## src/rtl/dom_shared_sqscmul_gf4_mc.sv

```systemverilog
// Masked multi-lane GF(4) unit: Q = X*Y ^ sqsc(X^Y) with DOM-indep remasking.
// Ports: ClkxCI/RstxBI (sync active-low), ValidxSI/TagxDI in, share buses
// _XxDI/_YxDI/_ZxDI in; ValidxSO/TagxDO/_QxDO out. Latency 1 cycle, or 2
// when DOM_SQSC_OUTREG_EN is defined (registered, glitch-free _QxDO).
module dom_shared_sqscmul_gf4_mc #(
  parameter int SHARES   = 2,
  parameter int CHANNELS = 4,
  parameter int TAG_W    = 4
) (
  input  logic                              ClkxCI,
  input  logic                              RstxBI,
  input  logic                              ValidxSI,
  input  logic [TAG_W-1:0]                  TagxDI,
  input  logic [CHANNELS*2*SHARES-1:0]      _XxDI,
  input  logic [CHANNELS*2*SHARES-1:0]      _YxDI,
  input  logic [CHANNELS*SHARES*(SHARES-1)-1:0] _ZxDI,
  output logic                              ValidxSO,
  output logic [TAG_W-1:0]                  TagxDO,
  output logic [CHANNELS*2*SHARES-1:0]      _QxDO
);

  localparam int P  = SHARES * (SHARES - 1) / 2;
  localparam int DW = CHANNELS * 2 * SHARES;

  function automatic logic [1:0] gf4_mul(
    input logic [1:0] a,
    input logic [1:0] b
  );
    gf4_mul = {(a[1] & b[1]) ^ (a[1] & b[0]) ^ (a[0] & b[1]),
               (a[1] & b[1]) ^ (a[0] & b[0])};
  endfunction

  // x*a^2 in this basis is just a bit swap
  function automatic logic [1:0] sqsc(input logic [1:0] a);
    sqsc = {a[0], a[1]};
  endfunction

  // lexicographic index of pair (lo<hi)
  function automatic int pidx(input int lo, input int hi);
    pidx = lo * SHARES - (lo * (lo + 1)) / 2 + (hi - lo - 1);
  endfunction

  // [c][i][i] holds the inner term, [c][i][j] the cross term X_i*Y_j
  logic [1:0] term_d [CHANNELS][SHARES][SHARES];
  logic [1:0] term_q [CHANNELS][SHARES][SHARES];
  logic [TAG_W-1:0] tag1_q;
  logic             vld1_q;
  logic [DW-1:0]    q1;

  always_comb begin
    for (int c = 0; c < CHANNELS; c++) begin
      for (int i = 0; i < SHARES; i++) begin
        for (int j = 0; j < SHARES; j++) begin
          logic [1:0] xi, yi, yj, zp;
          xi = _XxDI[(c*SHARES+i)*2 +: 2];
          yi = _YxDI[(c*SHARES+i)*2 +: 2];
          yj = _YxDI[(c*SHARES+j)*2 +: 2];
          zp = '0;
          if (i < j)
            zp = _ZxDI[(c*P+pidx(i, j))*2 +: 2];
          else if (j < i)
            zp = _ZxDI[(c*P+pidx(j, i))*2 +: 2];
          if (i == j)
            term_d[c][i][j] = gf4_mul(xi, yi) ^ sqsc(xi ^ yi);
          else
            term_d[c][i][j] = gf4_mul(xi, yj) ^ zp;
        end
      end
    end
  end

  // Terms only load on valid so idle cycles do not toggle the
  // cross-domain compression logic.
  always_ff @(posedge ClkxCI) begin
    if (!RstxBI) begin
      for (int c = 0; c < CHANNELS; c++)
        for (int i = 0; i < SHARES; i++)
          for (int j = 0; j < SHARES; j++)
            term_q[c][i][j] <= '0;
      tag1_q <= '0;
      vld1_q <= 1'b0;
    end else begin
      vld1_q <= ValidxSI;
      if (ValidxSI) begin
        for (int c = 0; c < CHANNELS; c++)
          for (int i = 0; i < SHARES; i++)
            for (int j = 0; j < SHARES; j++)
              term_q[c][i][j] <= term_d[c][i][j];
        tag1_q <= TagxDI;
      end
    end
  end

  // Share i compresses only its own registered terms
  always_comb begin
    q1 = '0;
    for (int c = 0; c < CHANNELS; c++)
      for (int i = 0; i < SHARES; i++)
        for (int j = 0; j < SHARES; j++)
          q1[(c*SHARES+i)*2 +: 2] = q1[(c*SHARES+i)*2 +: 2] ^ term_q[c][i][j];
  end

`ifdef DOM_SQSC_OUTREG_EN
  logic [DW-1:0]    q2_q;
  logic [TAG_W-1:0] tag2_q;
  logic             vld2_q;

  always_ff @(posedge ClkxCI) begin
    if (!RstxBI) begin
      q2_q   <= '0;
      tag2_q <= '0;
      vld2_q <= 1'b0;
    end else begin
      vld2_q <= vld1_q;
      if (vld1_q) begin
        q2_q   <= q1;
        tag2_q <= tag1_q;
      end
    end
  end

  assign _QxDO    = q2_q;
  assign TagxDO   = tag2_q;
  assign ValidxSO = vld2_q;
`else
  assign _QxDO    = q1;
  assign TagxDO   = tag1_q;
  assign ValidxSO = vld1_q;
`endif

endmodule

```

## config.mk

```make
export PLATFORM = sky130hd
export DESIGN_NAME = dom_shared_sqscmul_gf4_mc
export DESIGN_NICKNAME = d
export VERILOG_FILES = /design/src/rtl/dom_shared_sqscmul_gf4_mc.sv
export SDC_FILE = /design/constraint.sdc
export NUM_CORES = 1
export LEC_CHECK = 0
export ABC_AREA = 0
export BUFFER_PORTS_ARGS = -buffer_cell sky130_fd_sc_hd__clkbuf_2
export CAP_MARGIN = 20
export CELL_PAD_IN_SITES_DETAIL_PLACEMENT = 1
export CELL_PAD_IN_SITES_GLOBAL_PLACEMENT = 1
export CORE_AREA = 3 3 117 63
export DETAILED_ROUTE_END_ITERATION = 16
export DIE_AREA = 0 0 120 66
export GPL_ROUTABILITY_DRIVEN = 1
export PLACE_DENSITY = 0.87
export REMOVE_ABC_BUFFERS = 1
export SLEW_MARGIN = 20
export SYNTH_ARGS = -nofsm -noshare
export SYNTH_HDL_FRONTEND = slang
export SYNTH_SLANG_ARGS = --single-unit
```

## constraint.sdc

```tcl
create_clock -name ClkxCI -period 2.1 [get_ports ClkxCI]
set_input_delay 0.21 -clock ClkxCI [delete_from_list [all_inputs] [get_ports ClkxCI]]
set_output_delay 0.21 -clock ClkxCI [all_outputs]
set_load 0.005 [all_outputs]
```

# Yosys cells after proc, flatten, opt, wreduce, memory -nomap -nowiden
# Memories as Yosys holds them, arrays and structs flattened.
# Cells that the tools add are included.
# totals
mem_count	1
in_bits	47
rom_bits	0
word_cells	183
latch_bits	0
out_inout_bits	21
ramBits	32
regBits	5
# classes
bitwise	160
n_lt_le_gt_ge	0
div	0
n_eq_ne	0
shifts	0
reduce_logical	0
n_mul	0
n_mux	20
n_addsub	0
# mem_list
memory	words	word_bits	rd	rd_ports_with_merged_regs	wr	line_no	rtl
term_q	4	8	4	0	4	45	logic [1:0] term_q [CHANNELS][SHARES][SHARES];
# op_table
operator	count
$and A1 B1 Y1	64
$xor A2 B2 Y2	32
$xor A1 B1 Y1	48
$mux W2	16
$or A1 B1 Y1	16
$mux W1	4

# Logic depth before layout (Yosys ltp)
# Gate-level depths: netlist of run 1.
# depth
ltp_word	5
mapped_depth	5
depth_no_buf	5

# Least setup slack after synthesis of run 1
# OpenSTA, ideal clock, no wires.
# synth_timing
kind	input to register
from	input port ValidxSI
to	memory term_q[0][0] in the netlist's numbering, enable pin
setup_time_ps	394
n_path_buf	1
required_time_ps	1706
setup_slack_ps	526
stages	2
t_arrival_ps	1180
cell_sequence	buf_4 -> nand2b_1
# synth_rtl
element	line_no	rtl
from (decl)	12	input logic ValidxSI,
to (decl)	45	

==> results of run 1 <==
==> worst paths after layout <==
kind	to
worst max-delay path	_QxDO[11]
worst min-delay path	TagxDO[0]$_SDFFE_PN0P_
worst max register to register	TagxDO[1]$_SDFFE_PN0P_
worst min register to register	TagxDO[2]$_SDFFE_PN0P_
==> through the flow <==
step	setup slack (ns)	total power, mW	util [%]	instances
5_1_grt	0.786	2.28	48.2	409
6_report	0.874	2.16	48.2	409
2_1_floorplan	0.682	1.27	-	240
4_1_cts	0.858	2.19	48.2	409
3_3_place_gp	0.634	1.47	46.1	401
3_5_place_dp	0.613	1.49	46.1	401
==> per-layer routing <==
| metal | part of all wire [%] | routed length [µm] | up-vias |
|---|---|---|---|
| li1 | - | - | 978 |
| met5 | 0 | 0 | - |
| met1 | 51 | 2740 | 887 |
| met3 | 4.2 | 227 | 2 |
| met4 | 0.55 | 30 | 0 |
| met2 | 45 | 2430 | 44 |
==> cells by family after synthesis <==
| family | synth area share [%] |
|---|---|
| adder cells (fa/ha/maj) | 7.88 |
| multiplexers | 4.73 |
| AO/OA/AOI/OAI | 4.33 |
| flip-flops | 41.8 |
| buffers and inverters | 0.837 |
| AND/OR/NAND/NOR | 15.7 |
| XOR/XNOR | 24.8 |
==> flip-flops by register name, indices dropped and copies added (netlist names) <==
signal    cells
term_q       32
TagxDO        4
ValidxSO      1
==> area by class of cell <==
type | instances | area share (%)
Timing Repair Buffer | 69 | 11.2
Sequential cell | 37 | 33.9
Multi-Input combinational cell | 202 | 46.7
Clock buffer | 8 | 4.36
Tap cell | 92 | 3.68
Inverter | 1 | 0.120
==> critical path: stages (launching register included) <==
cell	delay (ns)
edfxtp_1	0.37
xor2_1	0.22
clkbuf_2	0.15
==> power breakdown <==
group | switching (mW) | internal [mW]
clock network | 0.256 | 0.441
registers | 0.0320 | 0.884
logic | 0.273 | 0.273
==> cell usage in the layout (no fill, tap or decap), types with 5 or more instances in the layout <==
master / n
clkbuf_2: 67
xnor2_1: 40
nand2_1: 36
xor2_1: 32
edfxtp_1: 32
nor2_1: 24
ha_1: 16
nand2b_1: 13
mux2i_1: 12
nand3b_1: 8
o31ai_1: 8
a31oi_1: 8
dfxtp_1: 5
clkbuf_16: 5
==> summary.md, run 1 <==
| Metric | Value |
|---|---|
| Status | complete, no violations |
| Post-synth ARST share | 0% |
| Setup violators final | 0 |
| RSZ-0062 raised after global routing | no |
| Max Transition Viols Final | 0 |
| Arr. time, crit path | 1.02 ns |
| Min Hold Slack | 0.205 ns |
| Worst min path class | input port to flop |
| Worst r2r path cells | 2 |
| Number of I/O port buffers | 67 |
| Detailed-route via count | 1911 |
| CTS tree | yes |
| Final Wtd Congestion | 0.835 |
| Initial antenna violation count | 0 |
| Power Dens Cells | 691 nW/µm² |
| Post-DRT Antenna Nets | 0 |
| Slew margin rel. | 71.8% |
| Worst setup path startpoint | term_q[2][1]$_SDFFCE_PN0P_ |
| Multi-input logic area | 1460 µm² |
| Post-synth EDFFs | 32 |
| First-pass DRT Iterations | 4 |
| Synthesized area per cell | 10.5 µm² |
| Die width | 120 µm |
| Synthesized instance count | 243 |
| Hold_buf cts | 0 |
| Sequential area share after synthesis | 41.8% |
| Startpoint Class | flop |
| Clock Skew | 0 ns |
| Largest net degree at the start of global routing | 33 |
| Setup CP Type | flop to output pin |
| Clock Sinks | 37 |
| Die Area | 7920 µm² |
| Clock Tree Root | clkbuf_16 |
| Max-cap viol count | 0 |
| Post-CTS setup buffer count | 0 |
| Total I/O pin count | 68 |
| Final Hold Fails | 0 |
| Placeable core area | 6490 µm² |
| CTS buffer count | 5 |
| First-pass GRT wire length | 8910 µm |
| Post-DP HPWL | 4520 µm |
| # diodes | 0 |
| H-tree depth | 2 |
| Synth top area cells | edfxtp_1 38%, xnor2_1 14%, xor2_1 11%, ha_1 7.9%, nand2_1 5.3% |
| GR Util met1 | 19.9% |
| Design area | 3130 µm² |
| Final Cycle Share | 58.4% |
| Hold depth | 3 |
| P&R area growth vs syn | 23.0% |
| Initial Utilization | 39.2% |
| Post-cts resize count | 0 |
| Worst-path clk slew | 0.05 ns |
| Distinct cells, synth | 17 |
| WL/cell | 13.3 µm |
| Yosys top cell area share | 37.8% |
| Clk_lat worst skew | 0.27 ns |
| Die H | 66 µm |
| Reg2reg setup slack | 1.50 ns |
| Crit. End Element | output pin |
| M3 GR Usage | 3.16% |
| Synth warn | 0 |
| Number of global-route vias before repair | 1860 |
| Remaining global-route overflow | 0 |
| Layout Nets | 379 |
| Synth top cells by count | 40 x xnor2_1, 36 x nand2_1, 32 x edfxtp_1, 32 x xor2_1, 24 x nor2_1 |
| DRT Wirelength | 5430 µm |
| Global Route Usage Sum | 14.1% |
| Worst-path fanout max | 1 |
| Period minus WS final | 1.23 ns |
| Dominant synthesized flop cell | edfxtp_1 |
| Detailed Route Iter0 Violations | 53 |
| Share of cells above drive strength 1 | 24.0% |
| Most frequent cell after synthesis | xnor2_1 |
| GRT busiest layer | met2 |
| Hold path startpoint | TagxDI[0] |
| Worst reg2reg startpoint | TagxDO[1]$_SDFFE_PN0P_ |
| F_max | 815 MHz |
| DRC | 0 |
| Critical Path RT | 1.89 ns |
| Register Area | 1060 µm² |
| Max Buffers Root-to-Sink | 2 |
| Yosys reg bits | 37 |
| Worst-margin pin slew | 0.423 ns |
| Setup TNS | 0 ns |
| Row count | 21 |
| Synth area leader | edfxtp_1 |
| # fillers | 767 |
| Lkg Pwr | 1.39 nW |
| GR Layer Usage met2 | 22.4% |
| Via density | 4.67 |
| Placed cell areas | 2990 µm² |
| Synth Cell Area | 2540 µm² |
| Worst VDD drop | 418 µV |
Note: power is estimated with default switching activity, not from simulation.
==> run 2: changes to the inputs <==
==> constraint.sdc (replaced) <==
create_clock -name ClkxCI -period 1.3 [get_ports ClkxCI]
set_input_delay 0.13 -clock ClkxCI [delete_from_list [all_inputs] [get_ports ClkxCI]]
set_output_delay 0.13 -clock ClkxCI [all_outputs]
set_load 0.005 [all_outputs]
==> summary.md, run 2 (synthesis results as in run 1) <==
| Metric | Value |
|---|---|
| Final Hold Fails | 0 (unchanged) |
| Finished Layout Cells | 444 (was 409) |
| Startpoint Class | flop (unchanged) |
| Slew margin rel. | 82.6% (was 71.8%) |
| Clk_lat worst skew | 0.27 ns (about the same) |
| Final Wtd Congestion | 0.810 (was 0.835) |
| Clock Tree Root | clkbuf_16 (unchanged) |
| Comb power frac | 27.0% (was 25.3%) |
| Post-CTS setup buffer count | 0 (unchanged) |
| Power Dens Cells | 1070 nW/µm² (was 691 nW/µm²) |
| Clock Sinks | 37 (unchanged) |
| Biggest register | term_q (unchanged) |
| Placed cell areas | 3290 µm² (was 2990 µm²) |
| DRT Wirelength | 5990 µm (was 5430 µm) |
| Initial Utilization | 39.2% (unchanged) |
| Detailed Route Iter0 Violations | 79 (was 53) |
| Die width | 120 µm (unchanged) |
| Number of I/O port buffers | 67 (unchanged) |
| Switch Pwr | 948 µW (was 561 µW) |
| Clock power share | 32.6% (was 32.3%) |
| F_max | 882 MHz |
| Placeable core area | 6490 µm² (unchanged) |
| Worst min path class | input port to flop (unchanged) |
| CTS tree | yes (unchanged) |
| Remaining global-route overflow | 0 (unchanged) |
| Post-DRT Antenna Nets | 0 (unchanged) |
| Sequential share of power | 40.4% (was 42.4%) |
| Layout Nets | 414 (was 379) |
| Sw Share | 25.9% (was 26.0%) |
| Max Buffers Root-to-Sink | 2 (unchanged) |
| Post-DP HPWL | 5080 µm (was 4520 µm) |
| Status | complete, no violations (unchanged) |
| Post-cts resize count | 0 (unchanged) |
| CP max-delay cell | edfxtp_1 (unchanged) |
| Lkg Pwr | 1.58 nW (was 1.39 nW) |
| Setup violators final | 0 (unchanged) |
| Critical path's top delay family | flip-flops (unchanged) |
| Worst-path fanout max | 1 (unchanged) |
| Total I/O pin count | 68 (unchanged) |
| Commonest non-fill, non-tap cell in the layout | clkbuf_2 (unchanged) |
| Critical Path RT | 1.17 ns (was 1.89 ns) |
| Max-cap viol count | 0 (unchanged) |
| CP peak stage delay | 0.38 ns (was 0.37 ns) |
| Crit. End Element | output pin (unchanged) |
| WL/cell | 13.5 µm (was 13.3 µm) |
| Min Hold Slack | 0.120 ns (was 0.205 ns) |
| Setup CP Type | flop to output pin (unchanged) |
| First-pass GRT wire length | 10000 µm (was 8910 µm) |
| # diodes | 0 (unchanged) |
| Worst VDD drop | 522 µV (was 418 µV) |
| Largest register FFs | 32 (unchanged) |
| Share of cells above drive strength 1 | 31.8% (was 24.0%) |
| DRC | 0 (unchanged) |
| CP Buf/Inv Count | 1 (unchanged) |
| P&R area growth vs syn | 35.2% (was 23.0%) |
| Row count | 21 (unchanged) |
| Clock Skew | 0 ns (unchanged) |
| Number of global-route vias before repair | 2130 (was 1860) |
| Hold_buf cts | 0 (unchanged) |
| Max Transition Viols Final | 0 (unchanged) |
| Detailed-route via count | 2070 (was 1911) |
| Placed Cells incl. Taps | 436 (was 401) |
| Via density | 4.66 (was 4.67) |
| H-tree depth | 2 (unchanged) |
| Die Area | 7920 µm² (unchanged) |
| Design area | 3440 µm² (was 3130 µm²) |
| Largest net degree at the start of global routing | 25 (was 33) |
| Worst-path clk slew | 0.05 ns (about the same) |
| Initial antenna violation count | 0 (unchanged) |
| Final Cycle Share | 87.3% |
| Arr. time, crit path | 1.00 ns (was 1.02 ns) |
| Int Pwr | 2.71 mW (was 1.60 mW) |
| Worst-margin pin slew | 0.260 ns (was 0.423 ns) |
| Crit-path cells | xor2_1 > clkbuf_2 (unchanged) |
| Die H | 66 µm (unchanged) |
| Period minus WS final | 1.13 ns |
| RSZ-0062 raised after global routing | no (unchanged) |
| Most frequent cells in the layout | 67 x clkbuf_2, 40 x xnor2_1, 36 x nand2_1 (unchanged) |
| Global Route Usage Sum | 16.0% (was 14.1%) |
| CTS buffer count | 5 (unchanged) |
| First-pass DRT Iterations | 4 (unchanged) |
==> run 2: cell types whose count changed in the layout (fill, tap and decap cells not counted) <==
cell | previous run | this run
buf_12 | 0 | 3
clkbuf_8 | 0 | 1
clkbuf_1 | 3 | 2
buf_4 | 2 | 34
==> run 2: worst paths after layout <==
check	startpoint	cells after the start	slack, ns	to
worst max register to register	TagxDO[1]$_SDFFE_PN0P_	2	0.69	TagxDO[1]$_SDFFE_PN0P_
worst min-delay path	TagxDI[3]	3	0.12	TagxDO[3]$_SDFFE_PN0P_
worst max-delay path	term_q[2][1]$_SDFFCE_PN0P_	2	0.17	_QxDO[11]
worst min register to register	TagxDO[3]$_SDFFE_PN0P_	2	0.51	TagxDO[3]$_SDFFE_PN0P_
==> run 2: tightest hold or removal path: stages <==
cell      delay (ns)
clkbuf_2        0.08
mux2i_1         0.06
nor2b_1         0.09
==> run 2: metal layers <==
layer	vias to the layer above	global-route usage (%)	part of all wire, %
met5	-	0	0
met2	45	28.0	46
met1	973	20.7	49
met3	2	3.59	4.4
li1	1050	-	-
met4	0	3.00	0.45
==> run 2: final cells by class <==
| class | count | area (µm²) |
|---|---|---|
| repair buffers | 104 | 651 |
| fillers | 783 | 3050 |
| inverters | 1 | 3.75 |
| multi-input cells | 202 | 1460 |
| well taps | 92 | 115 |
| flip-flops and latches | 37 | 1060 |
| clock buffers | 8 | 146 |
==> run 2: power groups by stage <==
| stage | logic, mW | registers, mW | clock network [mW] |
|---|---|---|---|
| floorplan | 0.550 | 1.49 | 0 |
| global placement | 0.966 | 1.50 | 0 |
| detailed placement | 1.01 | 1.51 | 0 |
| CTS | 1.01 | 1.48 | 1.21 |
| global route | 1.10 | 1.50 | 1.27 |
| finish | 0.988 | 1.48 | 1.19 |
==> run 2: metrics by stage <==
step	setup WS, ns	TNS, ns	power [mW]	util [%]
global route	0.104	0	3.87	52.9
detailed placement	-0.0242	-0.107	2.51	50.7
CTS	0.150	0	3.70	52.9
finish	0.166	0	3.66	52.9
global placement	-0.0248	-0.0262	2.47	50.7
floorplan	-0.0381	-1.22	2.04	-
